==> src/rtl/pc_fetch.sv <==
// Instruction fetch stage: PC register, single-outstanding imem request and a 1-entry output buffer to decode.
// Optional build macro PC_FETCH_REDIRECT_CNT_EN adds a saturating 16-bit redirect_count output.
module pc_fetch #(
    parameter logic [31:0] RESET_PC = 32'h0000_0000
) (
    input  logic        clk,
    input  logic        rst_n,
    input  logic        stall,
    input  logic        redirect_valid,
    input  logic [31:0] redirect_pc,
    output logic        imem_req_valid,
    input  logic        imem_req_ready,
    output logic [31:0] imem_addr,
    input  logic        imem_resp_valid,
    input  logic [31:0] imem_resp_data,
    output logic        if_valid,
    output logic [31:0] if_pc,
    output logic [31:0] if_instr,
    input  logic        if_ready,
    output logic        flush
`ifdef PC_FETCH_REDIRECT_CNT_EN
    ,
    output logic [15:0] redirect_count
`endif
);

    typedef enum logic [1:0] {
        IDLE  = 2'd0,
        FETCH = 2'd1,
        WAIT  = 2'd2,
        DRAIN = 2'd3
    } state_t;

    state_t      state;
    state_t      state_d;
    logic [31:0] pc;
    logic [31:0] pc_d;
    logic        buf_valid_d;
    logic [31:0] buf_pc_d;
    logic [31:0] buf_instr_d;
    logic        flush_d;

    logic consume;
    logic req_fire;
    logic redirect;

    assign consume  = if_valid && if_ready;
    assign req_fire = imem_req_valid && imem_req_ready;
    // Redirects are only meaningful once the pipeline is running.
    assign redirect = redirect_valid && (state != IDLE);

    assign imem_req_valid = (state == FETCH) && !stall && (!if_valid || if_ready);
    assign imem_addr      = pc;

    always_comb begin
        state_d     = state;
        pc_d        = pc;
        buf_valid_d = if_valid && !consume;
        buf_pc_d    = if_pc;
        buf_instr_d = if_instr;
        flush_d     = redirect;

        case (state)
            IDLE: begin
                state_d = FETCH;
            end
            FETCH: begin
                // A request accepted in the same cycle as a redirect fetches a stale address.
                if (req_fire) begin
                    state_d = redirect ? DRAIN : WAIT;
                end
            end
            WAIT: begin
                if (redirect) begin
                    state_d = imem_resp_valid ? FETCH : DRAIN;
                end else if (imem_resp_valid) begin
                    state_d     = FETCH;
                    buf_valid_d = 1'b1;
                    buf_pc_d    = pc;
                    buf_instr_d = imem_resp_data;
                    pc_d        = pc + 32'd1;
                end
            end
            DRAIN: begin
                // The stale response is swallowed; leaving here avoids waiting on a reply that never comes.
                if (imem_resp_valid) begin
                    state_d = FETCH;
                end
            end
            default: begin
                state_d = IDLE;
            end
        endcase

        if (redirect) begin
            pc_d        = redirect_pc;
            buf_valid_d = 1'b0;
        end
    end

    always_ff @(posedge clk) begin
        if (!rst_n) begin
            state    <= IDLE;
            pc       <= RESET_PC;
            if_valid <= 1'b0;
            if_pc    <= 32'h0;
            if_instr <= 32'h0;
            flush    <= 1'b0;
        end else begin
            state    <= state_d;
            pc       <= pc_d;
            if_valid <= buf_valid_d;
            if_pc    <= buf_pc_d;
            if_instr <= buf_instr_d;
            flush    <= flush_d;
        end
    end

`ifdef PC_FETCH_REDIRECT_CNT_EN
    // Counts flush pulses, so it lags the pulse by one cycle.
    always_ff @(posedge clk) begin
        if (!rst_n) begin
            redirect_count <= 16'h0;
        end else if (flush && (redirect_count != 16'hFFFF)) begin
            redirect_count <= redirect_count + 16'd1;
        end
    end
`endif

endmodule

==> config.mk <==
export PLATFORM = sky130hd
export DESIGN_NAME = pc_fetch
export DESIGN_NICKNAME = d
export VERILOG_FILES = /design/src/rtl/pc_fetch.sv
export SDC_FILE = /design/constraint.sdc
export NUM_CORES = 1
export LEC_CHECK = 0
export BUFFER_PORTS_ARGS = -buffer_cell sky130_fd_sc_hd__buf_4
export CAP_MARGIN = 15
export CORE_UTILIZATION = 35
export CTS_BUF_LIST = sky130_fd_sc_hd__clkbuf_2
export DETAILED_ROUTE_END_ITERATION = 10
export GPL_ROUTABILITY_DRIVEN = 0
export PLACE_DENSITY = 0.63
export SLEW_MARGIN = 15
export SYNTH_ARGS = -nofsm -noshare
export SYNTH_HDL_FRONTEND = slang
export SYNTH_SLANG_ARGS = --single-unit
==> constraint.sdc <==
create_clock -name clk -period 1.9 [get_ports clk]
set_clock_uncertainty 0.2 [all_clocks]
set_input_delay 0.38 -clock clk [delete_from_list [all_inputs] [get_ports clk]]
set_output_delay 0.38 -clock clk [all_outputs]
set_load 0.05 [all_outputs]
==> impl_metrics.tcl <==
set metrics [dict create \
    status "finished with violations" \
    violations "negative setup slack" \
    max_slew_margin_pct 75.46 \
    synth_cell_types 52 \
    p_seq_share_pct 50.5 \
    yosysSeqAreaShare_pct 46.12 \
    cts_buffers 9 \
    worst_path_max_delay_cell "dfxtp_2" \
    viasPerCell 5.050 \
    p_leak_nw 3.106 \
    crit_path_max_fanout 2 \
    cts_tree "done" \
    antenna_found_initial 1 \
    peakVddDrop_mv 0.3559 \
    io_pins 170 \
    hold_path.class "in -> reg" \
    syn_area_mm2 0.004340 \
    fp.dieArea_mm2 0.01285 \
    synth_edf_count 0 \
    syn_area_per_cell_um2 7.906 \
    cp_cell_sequence "buf_6 > and4b_1 > buf_6" \
    rsz0062_at_grt "yes" \
    ys_warn_count 0 \
    io_buffers 169 \
    synthTopCellsByCount "nand2_1, dfxtp_1, a21oi_1, clkbuf_1" \
    fin_setup_tns_ns -0.2505 \
    routed-via-count 5121 \
    p_total_mw 4.416 \
    ant_nets 0 \
    root_buffer "clkbuf_2" \
    syn_to_final_growth_pct 75.41 \
    synth_seq_cells 100 \
    path_clk_slew_ns 0.26 \
    finalNetCount 912 \
    hold_viol_final 0 \
    wire_per_inst_um 15.23 \
    synth.most_common_cell "nand2_1" \
    drt_pass1_iterations 5 \
    drive_above_1_share_pct 40.12 \
    setup_ws_ns -0.1014 \
    async_flop_share_pct 0 \
    cts_sinks 100 \
    synth_top_flop_cell "dfxtp_1" \
    initial_core_util_pct 35.99 \
    switching_share_pct 29.92 \
    p_comb_share_pct 23.3 \
    slew_violations 0 \
    p_sw_mw 1.321 \
    drt_iter0_drc 268 \
    maxCapViolCount 0 \
    hold_ws_ns 0.09572 \
    clk_latency_ns 0.57 \
    yosysTopAreaCellShare_pct 46.12 \
    synth_area_leaders "dfxtp_1, nand2_1, a21oi_1, a22oi_1, buf_2" \
    p_per_area_mw_per_mm2 580.1 \
    die_w_um 113.4 \
    die_y_um 113.4 \
    fmax_mhz 499.6 \
    synthCells 549 \
    grt_pass1_wl_um 23450 \
    cpPeakStageDelay_ns 0.40 \
    rows 40 \
    synth_nets 621 \
    finalCritPeriodShare_pct 105.3 \
    fin_crit_ns 2.001 \
    tightest_slew_ns 0.3668 \
    start_kind "flop" \
    dpl.hpwl_um 9849 \
    clockBufferDepth 2 \
    grt_max_degree 67 \
    final-setup-viol-count 8 \
    grt.overflow.total 0 \
    grt_pass1_vias 4905 \
    drt-total-wl_um 15450 \
    critPathArrivalTime_ns 1.42 \
    drc 0 \
    required_ns 1.32 \
    groute.usage.overall_pct 22.90 \
    post-synth-top-area-cell "dfxtp_1" \
    p_int_mw 3.095 \
    h-tree-depth 3 \
    path_class "reg -> out" \
    cpMostUsedCell "buf_6" \
    pwr-share-clk_pct 26.2 \
    crit_path_end_kind "output port" \
    coreArea_mm2 0.01206 \
]
-- through the flow --
stage          std cells  utilization [%]  setup slack, ns  instance area [um^2]
2_1_floorplan        549                -         -0.01461                  4477
3_3_place_gp         889            50.78        -0.003794                  6125
3_5_place_dp         889            50.78         -0.04867                  6125
4_1_cts              990            59.70          -0.1403                  7201
5_1_grt             1014            63.12          -0.1905                  7614
6_report            1014            63.12          -0.1014                  7614
-- cell type report --
cell class	count	area, um^2
Clock inverter	7	90.09
Sequential cell	100	2095
Fill cell	1030	4448
Inverter	8	30.03
Clock buffer	9	45.04
Multi-Input combinational cell	397	2298
Timing Repair Buffer	324	2843
Tap cell	168	210.2
Antenna cell	1	2.502
-- kinds of logic after synthesis --
kind of cell	count (synthesis)	synth area share [%]
muxes	1	0.2306
adders and majority gates	1	0.2882
buffers and inverters	53	5.448
DFF	100	46.12
AOI/OAI and AO/OA	155	21.13
xor gates and xnor gates	13	2.623
and+or+nand+nor	226	24.16
-- flip-flops by register name (all words and copies together), names as in the netlist --
signal,cells
flush,1
imem_addr,32
if_valid,1
if_pc,32
if_instr,32
state,2
-- timing repair --
| item | 4_1_cts | 5_1_grt |
|---|---|---|
| cloned | 1 | 1 |
| buffers inserted | 17 | 22 |
| hold endpoints to repair | 67 | 0 |
| endpoints found under the setup margin | 23 | 86 |
| resized for setup | 44 | 65 |
| hold buffers | 68 | 0 |
| pin swaps | 3 | 23 |
-- metal layers --
| metal | vias to the layer above | global-route usage (%) | routed length [um] |
|---|---|---|---|
| met5 | - | 0 | 0 |
| met4 | 0 | 8.333 | 315 |
| met3 | 27 | 3.267 | 752 |
| met2 | 188 | 40.37 | 7652 |
| met1 | 2388 | 28.36 | 6727 |
| li1 | 2518 | - | - |
-- critical path: cells and delay by family (launching register included) --
family | cells | cell delay [ns]
and+or+nand+nor | 1 | 0.20
DFF | 1 | 0.40
buffers and inverters | 2 | 0.25
-- power groups by stage --
stage | Combinational [mW] | Sequential (mW) | Clock (mW)
global route | 1.09 | 2.24 | 1.27
floorplan | 0.233 | 2.46 | 0
global placement | 0.763 | 2.28 | 0
detailed placement | 0.770 | 2.28 | 0
CTS | 0.943 | 2.23 | 1.19
finish | 1.03 | 2.23 | 1.16
-- layout by cell type (no fill, tap or decap), types with 7 or more instances in the layout --
| master | netlist | final |
|---|---|---|
| buf_8 | 0 | 13 |
| buf_6 | 1 | 28 |
| nand2_1 | 148 | 145 |
| inv_1 | 7 | 7 |
| o21ai_0 | 17 | 9 |
| dfxtp_1 | 100 | 64 |
| o21ai_1 | 2 | 9 |
| a21oi_1 | 82 | 82 |
| clkbuf_2 | 1 | 9 |
| dfxtp_4 | 0 | 19 |
| a22oi_1 | 16 | 16 |
| buf_4 | 2 | 212 |
| xnor2_1 | 8 | 8 |
| dlygate4sd3_1 | 0 | 68 |
| nand3_1 | 10 | 9 |
| nand4_1 | 10 | 10 |
| o22ai_1 | 11 | 10 |
| dfxtp_2 | 0 | 17 |
| nor2_1 | 14 | 13 |
-- worst paths after layout --
path | end | slack [ns] | from | depth (start not counted)
min reg2reg | if_pc[21] | 0.27 | if_pc[21] | 2
max reg2reg | imem_addr[25] | -0.01 | imem_addr[0] | 6
max | imem_req_valid | -0.10 | state[0] | 3
min | state[0] | 0.1 | redirect_valid | 5
No activity file was read; power rests on OpenSTA's default activity.
